File: src/rtl/mag_peak_detect.sv
// rtl/mag_peak_detect.sv - frame-based peak search over the magnitude stream
// Optional noise-sum accumulator and Sum_Out port enabled by NOISE_SUM_EN.
module mag_peak_detect #(
   parameter int DW        = 29,
   parameter int FRAME_LEN = 1024,
   parameter int IDX_W     = 10
) (
   input  logic             clk,
   input  logic             rst,
   input  logic             Start,
   input  logic             Nd,
   input  logic [DW-1:0]    Din,
   input  logic [DW-1:0]    Thresh,
   output logic             Busy,
   output logic             Det_Rdy,
   output logic [DW-1:0]    Peak_Val,
   output logic [IDX_W-1:0] Peak_Idx,
   output logic             Det_Hit
`ifdef NOISE_SUM_EN
   ,
   output logic [DW+IDX_W-1:0] Sum_Out
`endif
);

   localparam logic [IDX_W-1:0] LAST_IDX = IDX_W'(FRAME_LEN - 1);

   typedef enum logic [1:0] {
      IDLE   = 2'd0,
      SEARCH = 2'd1,
      REPORT = 2'd2
   } state_t;

   state_t           state;
   state_t           state_nx;
   logic [IDX_W-1:0] cnt;
   logic [IDX_W-1:0] max_idx;
   logic [DW-1:0]    max_val;
   logic [DW-1:0]    thr;
   logic             start_acc;
   logic             take;

   assign start_acc = (state == IDLE) && Start;
   assign take      = (state == SEARCH) && Nd;
   assign Busy      = (state != IDLE);

   always_ff @(posedge clk) begin
      if (rst) state <= IDLE;
      else     state <= state_nx;
   end

   always_comb begin
      state_nx = state;
      case (state)
         IDLE:    if (Start) state_nx = SEARCH;
         SEARCH:  if (Nd && (cnt == LAST_IDX)) state_nx = REPORT;
         REPORT:  state_nx = IDLE;
         default: state_nx = IDLE;
      endcase
   end

   always_ff @(posedge clk) begin
      if (rst) begin
         cnt      <= '0;
         max_val  <= '0;
         max_idx  <= '0;
         thr      <= '0;
         Peak_Val <= '0;
         Peak_Idx <= '0;
         Det_Hit  <= 1'b0;
         Det_Rdy  <= 1'b0;
      end else begin
         Det_Rdy <= 1'b0;
         if (start_acc) begin
            cnt     <= '0;
            max_val <= '0;
            max_idx <= '0;
            thr     <= Thresh;
         end
         if (take) begin
            // Strict compare so ties keep the earliest index.
            if (Din > max_val) begin
               max_val <= Din;
               max_idx <= cnt;
            end
            if (cnt != LAST_IDX) cnt <= cnt + 1'b1;
         end
         if (state == REPORT) begin
            Peak_Val <= max_val;
            Peak_Idx <= max_idx;
            Det_Hit  <= (max_val >= thr);
            Det_Rdy  <= 1'b1;
         end
      end
   end

`ifdef NOISE_SUM_EN
   logic [DW+IDX_W-1:0] sum_acc;

   always_ff @(posedge clk) begin
      if (rst) begin
         sum_acc <= '0;
         Sum_Out <= '0;
      end else begin
         if (start_acc) sum_acc <= '0;
         else if (take) sum_acc <= sum_acc + (DW+IDX_W)'(Din);
         if (state == REPORT) Sum_Out <= sum_acc;
      end
   end
`endif

endmodule

File: config.mk
export PLATFORM = sky130hd
export DESIGN_NAME = mag_peak_detect
export DESIGN_NICKNAME = d
export VERILOG_FILES = /design/src/rtl/mag_peak_detect.sv
export SDC_FILE = /design/constraint.sdc
export NUM_CORES = 1
export LEC_CHECK = 0
export BUFFER_PORTS_ARGS = -buffer_cell sky130_fd_sc_hd__buf_2
export CORE_UTILIZATION = 30
export DETAILED_ROUTE_END_ITERATION = 10
export GPL_ROUTABILITY_DRIVEN = 1
export PLACE_DENSITY = 0.57
export SLEW_MARGIN = 20
export SYNTH_ARGS = -nofsm -noshare
export SYNTH_HDL_FRONTEND = slang
export SYNTH_SLANG_ARGS = --single-unit
File: constraint.sdc
create_clock -name clk -period 2.6 [get_ports clk]
set_input_delay 0.52 -clock clk [delete_from_list [all_inputs] [get_ports clk]]
set_output_delay 0.52 -clock clk [all_outputs]
set_load 0.03 [all_outputs]
==> results by group, run 1 <==
Logic synthesis
  – Leading register cell type out of synthesis: dfxtp_1
  – Top cells by area, synth: dfxtp_1 (39%), ha_1 (12%), a21oi_1 (11%)
  – Post-Synthesis Cells: 766
  – Number of distinct standard cells referenced by the synthesized netlist: 50
  – Number of warnings issued by yosys: 0
  – Proportion of register bits with asynchronous set or reset after synthesis: 0%
  – Fraction of the yosys area taken by sequential cells: 39.0%
  – Share of the synthesized area in the top cell type: 39.0%
  – Combined area of all synthesized cells: slightly above 0.006 mm2
  – EDFF count, synth: 0
  – Number of synthesized register bits: between 100 and 150
  – Post-Syn Area per Cell: between 8 and 9 um2
  – Synthesized netlist net count: just under 900
  – Largest area contributor in the synthesized netlist: dfxtp_1

STA
  – Count of final hold-check violations: 0
  – Shortest clock period the worst path allows after layout: 2440 ps
  – Setup repair after global routing missed its margin: false
  – Worst slew pin tran: ~830 ps
  – Final Max Tran Viols: 0
  – Fmax: 0.409 GHz
  – Worst slew margin relative to its limit: about 45%
  – Worst setup slack after layout: roughly 160 ps
  – Final setup violation count: 0
  – Setup TNS after final layout: 0 ps
  – Worst clock skew: between 10 and 15 ps
  – Final period utilization: a little over nine tenths

Global routing
  – Final global-route overflow total: 0
  – GRT Resource Usage Total: between 10% and 20%
  – Via count of the first global-routing pass: around 5,600
  – Antenna violations before repair: 1
  – Met2 usage in global routing: between 20% and 30%
  – First-pass GRT wire length: roughly 29,000 um
  – Most Used Layer, Global Route: met2
  – Met1 capacity usage during global routing: between 20 and 25%
  – Met3 Use GR: 4.51%
  – Pin count of the biggest net entering global routing: slightly below 50

Clock network
  – Total of cells resized after clock tree synthesis: 0
  – H-tree levels: 4
  – Clk_lat worst skew: ~420 ps
  – CTS sink cnt: 121
  – Post-CTS Setup Bufs: 0
  – Number of buffers created by CTS: 17
  – Longest Clk Path Bufs: 2
  – Root Buffer Master: clkbuf_16
  – Clock Pin Slew Worst Setup and Hold Paths: about 60 ps
  – Cts hold-fix bufs: 0
  – Clock tree from TritonCTS: done

Worst setup path
  – Endpoint arrival time on the critical path: about 2700 ps
  – Destination of the worst register-to-register timing path: max_val[20]$_SDFF_PP0_
  – Type of the worst setup path: register to register
  – Kind of start point of the critical path: register
  – Required @ worst endpoint: around 2900 ps
  – Cell depth of the worst flop-to-flop path: 9
  – Critical path, cell by cell: inv_1, ha_1, nand4_1, or3_4, o22a_1, and4_4, buf_4, o211ai_1, a21oi_1
  – Launching point of the worst reg2reg path: max_val[22]$_SDFF_PP0_
  – Cell with the largest stage delay on the worst path: or3_4
  – Endpoint kind of the worst setup timing path: register
  – Critical-path maximum fanout: 7
  – Flop-to-flop setup slack: 160 ps
  – Critical path's largest stage delay: 430 ps

Floorplanning
  – IO Count: between 100 and 150
  – Horizontal extent of the die: about 150 um
  – Starting density of the core: about 30%
  – Total Die Area: approximately 0.021 mm2
  – Area of the core region: 0.0202 mm2
  – Vert. Die Dim: 146 um
  – Row cnt: 52

Power and ir drop
  – Peak supply drop: approximately 0.43 mV
  – Logic gate share of total power: 10.8%
  – Net switching share of the total power: between 20% and 30%
  – Power per cell area: around 660 mW/mm2
  – Internal power of the cells: a little under 4 mW
  – Switching power: 1.28 mW
  – Clock share of power: about 52%
  – Flop pwr share: roughly 38%
  – Leakage: between 3 and 4 nW

Worst hold path
  – Hold Crit Depth: 3
  – End point of the worst hold path: thr[11]$_SDFFE_PP0P_
  – Class of the worst hold path: input pin to register
  – HP Start: Thresh[11]

Routing
  – Routed via count divided by cell count: 4.98
  – Total number of vias: 5,704
  – Drt initial violations: approximately 240
  – Count of nets left with antenna violations after detail routing: 0
  – Total wire length: about 18,000 um
  – 1st-pass router iterations: 4
  – Routed wire length per instance: roughly 15 um
  – Remaining routing DRC violations: 0

Final layout
  – Synthesis-to-finish area growth: 25.0%
  – Storage cell area: roughly 0.0024 mm2
  – Commonest non-fill, non-tap cell in the layout: nand2_1
  – Leading cell types in the layout, fill and taps excluded: nand2_1 (147), a21oi_1 (131), dfxtp_1 (121), buf_2 (102), inv_1 (63)
  – Non-filler instance count after layout: 1,145
  – Fill cell count: 2,126
  – Layout cell share with drive strength beyond 1: a little over a fifth
  – Layout net count: about 980
  – Area occupied by multi-input gates: 0.00329 mm2

Placed design
  – Routability congestion estimate from global placement: slightly above 0.8
  – Post-placement cell count: 1,112
  – Quantity of I/O buffers inserted on ports: around 100
  – Worst setup timing slack at the placement stage: -12.8 ps
  – Half-perimeter wire length after placement: between 10,000 and 15,000 um

Flow run
  – Max-capacitance violation count: 0

Run status
  – Run status: completed
-- stage by stage --
step / hold WS (ps) / power [mW] / utilization (%) / instance area [um2]
2_1_floorplan: 432 / 2.31 / - / 6210
3_3_place_gp: 440 / 2.52 / 35.1 / 7100
3_5_place_dp: 446 / 2.53 / 35.1 / 7100
4_1_cts: 324 / 5.18 / 38.3 / 7760
5_1_grt: 326 / 5.33 / 38.3 / 7760
6_report: 338 / 5.13 / 38.3 / 7760
-- how the worst max path moves through the flow --
stage                                       from                      to  cells after the start
after floorplan                          Din[28]   max_idx[0]$_SDFF_PP0_                      9
after global placement                   Din[24]  max_val[22]$_SDFF_PP0_                      9
after detailed placement                 Din[20]  max_val[11]$_SDFF_PP0_                      9
after CTS                 max_val[22]$_SDFF_PP0_  max_val[11]$_SDFF_PP0_                      9
after global routing      max_val[22]$_SDFF_PP0_  max_val[17]$_SDFF_PP0_                     10
final                     max_val[22]$_SDFF_PP0_  max_val[20]$_SDFF_PP0_                      9
-- state kept, by name (all words and copies together), names as in the netlist, 2 cells and up --
name and flops:
thr 29, max_idx 10, Peak_Idx 10, state 2
max_val 29, cnt 10, Peak_Val 29
-- layout make-up --
type	count	area share, %
Clock buffer	18	5.66
Antenna cell	1	0.0323
Timing Repair Buffer	129	10.5
Clock inverter	14	2.84
Tap cell	270	4.35
Inverter	63	3.05
Multi-Input combinational cell	529	42.4
Sequential cell	121	31.2
-- power groups by stage --
stage | logic (mW) | clock network [mW] | registers (mW)
finish | 0.552 | 2.65 | 1.93
global route | 0.620 | 2.78 | 1.93
CTS | 0.560 | 2.69 | 1.93
detailed placement | 0.557 | 0 | 1.97
global placement | 0.553 | 0 | 1.97
floorplan | 0.348 | 0 | 1.96
-- synth_stat cells, drive strengths merged, types with 4 or more instances --
cell / instances
nand2: 148
a21oi: 131
dfxtp: 121
inv: 63
ha: 59
nand3: 47
o211ai: 39
clkbuf: 33
buf: 20
nand4: 16
nor2: 14
a21o: 12
o21ai: 8
a211oi: 7
and3: 5
nor4: 4
-- logic make-up (layout without fill, tap and decap cells) --
family | after synthesis | after routing | share of synthesized area, %
AND/OR/NAND/NOR | 249 | 249 | 18.4
multiplexers | 1 | 1 | 0.161
buffers and inverters | 116 | 224 | 8.08
adder cells (fa/ha/maj) | 59 | 59 | 11.9
AO/OA/AOI/OAI | 220 | 220 | 22.4
flip-flops | 121 | 121 | 39.0
other | 0 | 1 | 0
-- critical path, delay by kind of cell, from the launching register on --
kind	cells	cell delay [ps]
buffers and inverters	2	250
flip-flops	1	420
adder cells (fa/ha/maj)	1	310
AO/OA/AOI/OAI	3	500
AND/OR/NAND/NOR	3	830
-- layer usage --
metal  vias up  routed length, um
li1       2869                  -
met4         0                416
met3        27                796
met1      2681               8200
met2       127               8170
met5         -                  0
Note: power is estimated with default switching activity, not from simulation.
==> run 2: changes to the inputs <==
Settings changed: CORE_ASPECT_RATIO from default to 2.
==> results by group, run 2 (synthesis results as in run 1) <==
Clock network
  – Clock tree from TritonCTS: done
  – Number of buffers created by CTS: 17
  – Clock Pin Slew Worst Setup and Hold Paths: roughly 60 ps
  – Longest Clk Path Bufs: 2
  – Clk_lat worst skew: about 420 ps
  – Root Buffer Master: clkbuf_16
  – Post-CTS Setup Bufs: 0
  – CTS sink cnt: 121
  – Cts hold-fix bufs: 0
  – Total of cells resized after clock tree synthesis: 0
  – H-tree levels: 4

Final layout
  – Non-filler instance count after layout: ~1,100
  – Commonest non-fill, non-tap cell in the layout: nand2_1
  – Largest registers ranked by flip-flop count: Peak_Val x29, max_val x29, thr x29
  – Synthesis-to-finish area growth: 24.4%
  – Antenna fix cells: 0
  – Layout net count: between 900 and 1,000
  – Layout cell share with drive strength beyond 1: 21.5%
  – Leading cell types in the layout, fill and taps excluded: nand2_1 (147), a21oi_1 (131), dfxtp_1 (121), buf_2 (102), inv_1 (63)
  – Fill cell count: between 2,000 and 2,500
  – Finished Cell Area: around 0.0077 mm2

Power and ir drop
  – Logic gate share of total power: 11.6%
  – Flop pwr share: ~40%
  – Clock share of power: around half
  – Peak supply drop: around 0.34 mV
  – Internal power of the cells: roughly 3.5 mW
  – Leakage: just over 3 nW
  – Switching power: about 1.3 mW
  – Net switching share of the total power: 26.6%
  – Power per cell area: between 600 and 700 mW/mm2

Placed design
  – Routability congestion estimate from global placement: 0.781
  – Quantity of I/O buffers inserted on ports: about 100
  – Half-perimeter wire length after placement: 13,400 um
  – Placed standard-cell area: approximately 0.0071 mm2
  – Post-placement cell count: approximately 1,100

Global routing
  – GRT Resource Usage Total: around 17%
  – Antenna violations before repair: 0
  – First-pass GRT wire length: roughly 28,000 um
  – Pin count of the biggest net entering global routing: 71
  – Final global-route overflow total: 0
  – Via count of the first global-routing pass: 5,460

Worst setup path
  – Required @ worst endpoint: around 2900 ps
  – Endpoint kind of the worst setup timing path: register
  – Critical path's largest stage delay: 450 ps
  – Type of the worst setup path: register to register
  – Critical path, cell by cell: inv_1, ha_1, nand4_1, or3_4, o22a_1, and4_4, buf_12, o211ai_1, a21oi_1
  – Kind of start point of the critical path: register
  – Cell with the largest stage delay on the worst path: or3_4
  – Critical-path maximum fanout: 17
  – Endpoint arrival time on the critical path: between 2000 and 3000 ps

Routing
  – Total wire length: between 15,000 and 20,000 um
  – Routed via count divided by cell count: ~5
  – Remaining routing DRC violations: 0
  – Count of nets left with antenna violations after detail routing: 0
  – Total number of vias: 5,724
  – 1st-pass router iterations: 4
  – Routed wire length per instance: between 15 and 20 um
  – Drt initial violations: 219

STA
  – Worst slew pin tran: about 620 ps
  – Final setup violation count: 0
  – Hold_ws: ~340 ps
  – Count of final hold-check violations: 0
  – Worst clock skew: 12.5 ps
  – Fmax: between 0.4 and 0.5 GHz
  – Setup repair after global routing missed its margin: false
  – Worst slew margin relative to its limit: 58.7%
  – Shortest clock period the worst path allows after layout: around 2400 ps
  – Final Max Tran Viols: 0
  – Final period utilization: roughly nine tenths

Floorplanning
  – Horizontal extent of the die: 104 um
  – Area of the core region: between 0.02 and 0.025 mm2
  – Vert. Die Dim: roughly 210 um
  – Starting density of the core: 30.5%
  – IO Count: 104
  – Row cnt: 74
  – Total Die Area: 0.0213 mm2

Run status
  – Run status: completed

Worst hold path
  – Class of the worst hold path: input pin to register

Flow run
  – Max-capacitance violation count: 0
==> run 2: area by class of cell <==
cell class	instances	area (um2)	area share, %
clock inverter	15	153	1.98
inverter	63	236	3.06
sequential	121	2420	31.4
tap	266	333	4.31
timing repair buffer	137	861	11.2
clock buffer	17	425	5.51
multi-input combinational	529	3290	42.6
==> run 2: worst paths after layout <==
| path | to | cells after the start | from | slack [ps] |
|---|---|---|---|---|
| max | max_val[24]$_SDFF_PP0_ | 9 | max_val[23]$_SDFF_PP0_ | 220 |
| min | thr[4]$_SDFFE_PP0P_ | 3 | Thresh[4] | 340 |
| min reg2reg | Peak_Val[14]$_SDFFE_PP0P_ | 2 | Peak_Val[14]$_SDFFE_PP0P_ | 450 |
| max reg2reg | max_val[24]$_SDFF_PP0_ | 9 | max_val[23]$_SDFF_PP0_ | 220 |
==> run 2: critical path: cells and delay by family, from the launching register on <==
| family | cells | cell delay (ps) |
|---|---|---|
| buffers and inverters | 2 | 220 |
| adder cells (fa/ha/maj) | 1 | 290 |
| AO/OA/AOI/OAI | 3 | 460 |
| AND/OR/NAND/NOR | 3 | 890 |
| flip-flops | 1 | 390 |
==> run 2: metrics by stage <==
step	setup slack [ps]	TNS [ps]	util, %	power (mW)
after floorplan	199	0	-	2.31
after global placement	2.21	0	35.0	2.52
after detailed placement	-6.13	-16.8	35.0	2.53
after CTS	193	0	37.9	4.86
after global routing	31.6	0	37.9	5.00
final	215	0	37.9	4.80
==> run 2: power by group through the flow <==
stage | logic, mW | clock network, mW | registers, mW
5_1_grt | 0.618 | 2.45 | 1.93
2_1_floorplan | 0.348 | 0 | 1.96
3_3_place_gp | 0.556 | 0 | 1.97
4_1_cts | 0.566 | 2.37 | 1.93
6_report | 0.557 | 2.32 | 1.93
3_5_place_dp | 0.562 | 0 | 1.97
==> run 2: metal layers <==
metal  share of wire [%]  GRT usage, %  vias up
li1                    -             -     2881
met1                  38          17.3     2719
met2                  57          34.6      100
met3                 2.5          3.20       24
met4                 2.6          7.35        0
met5                   0             0        -
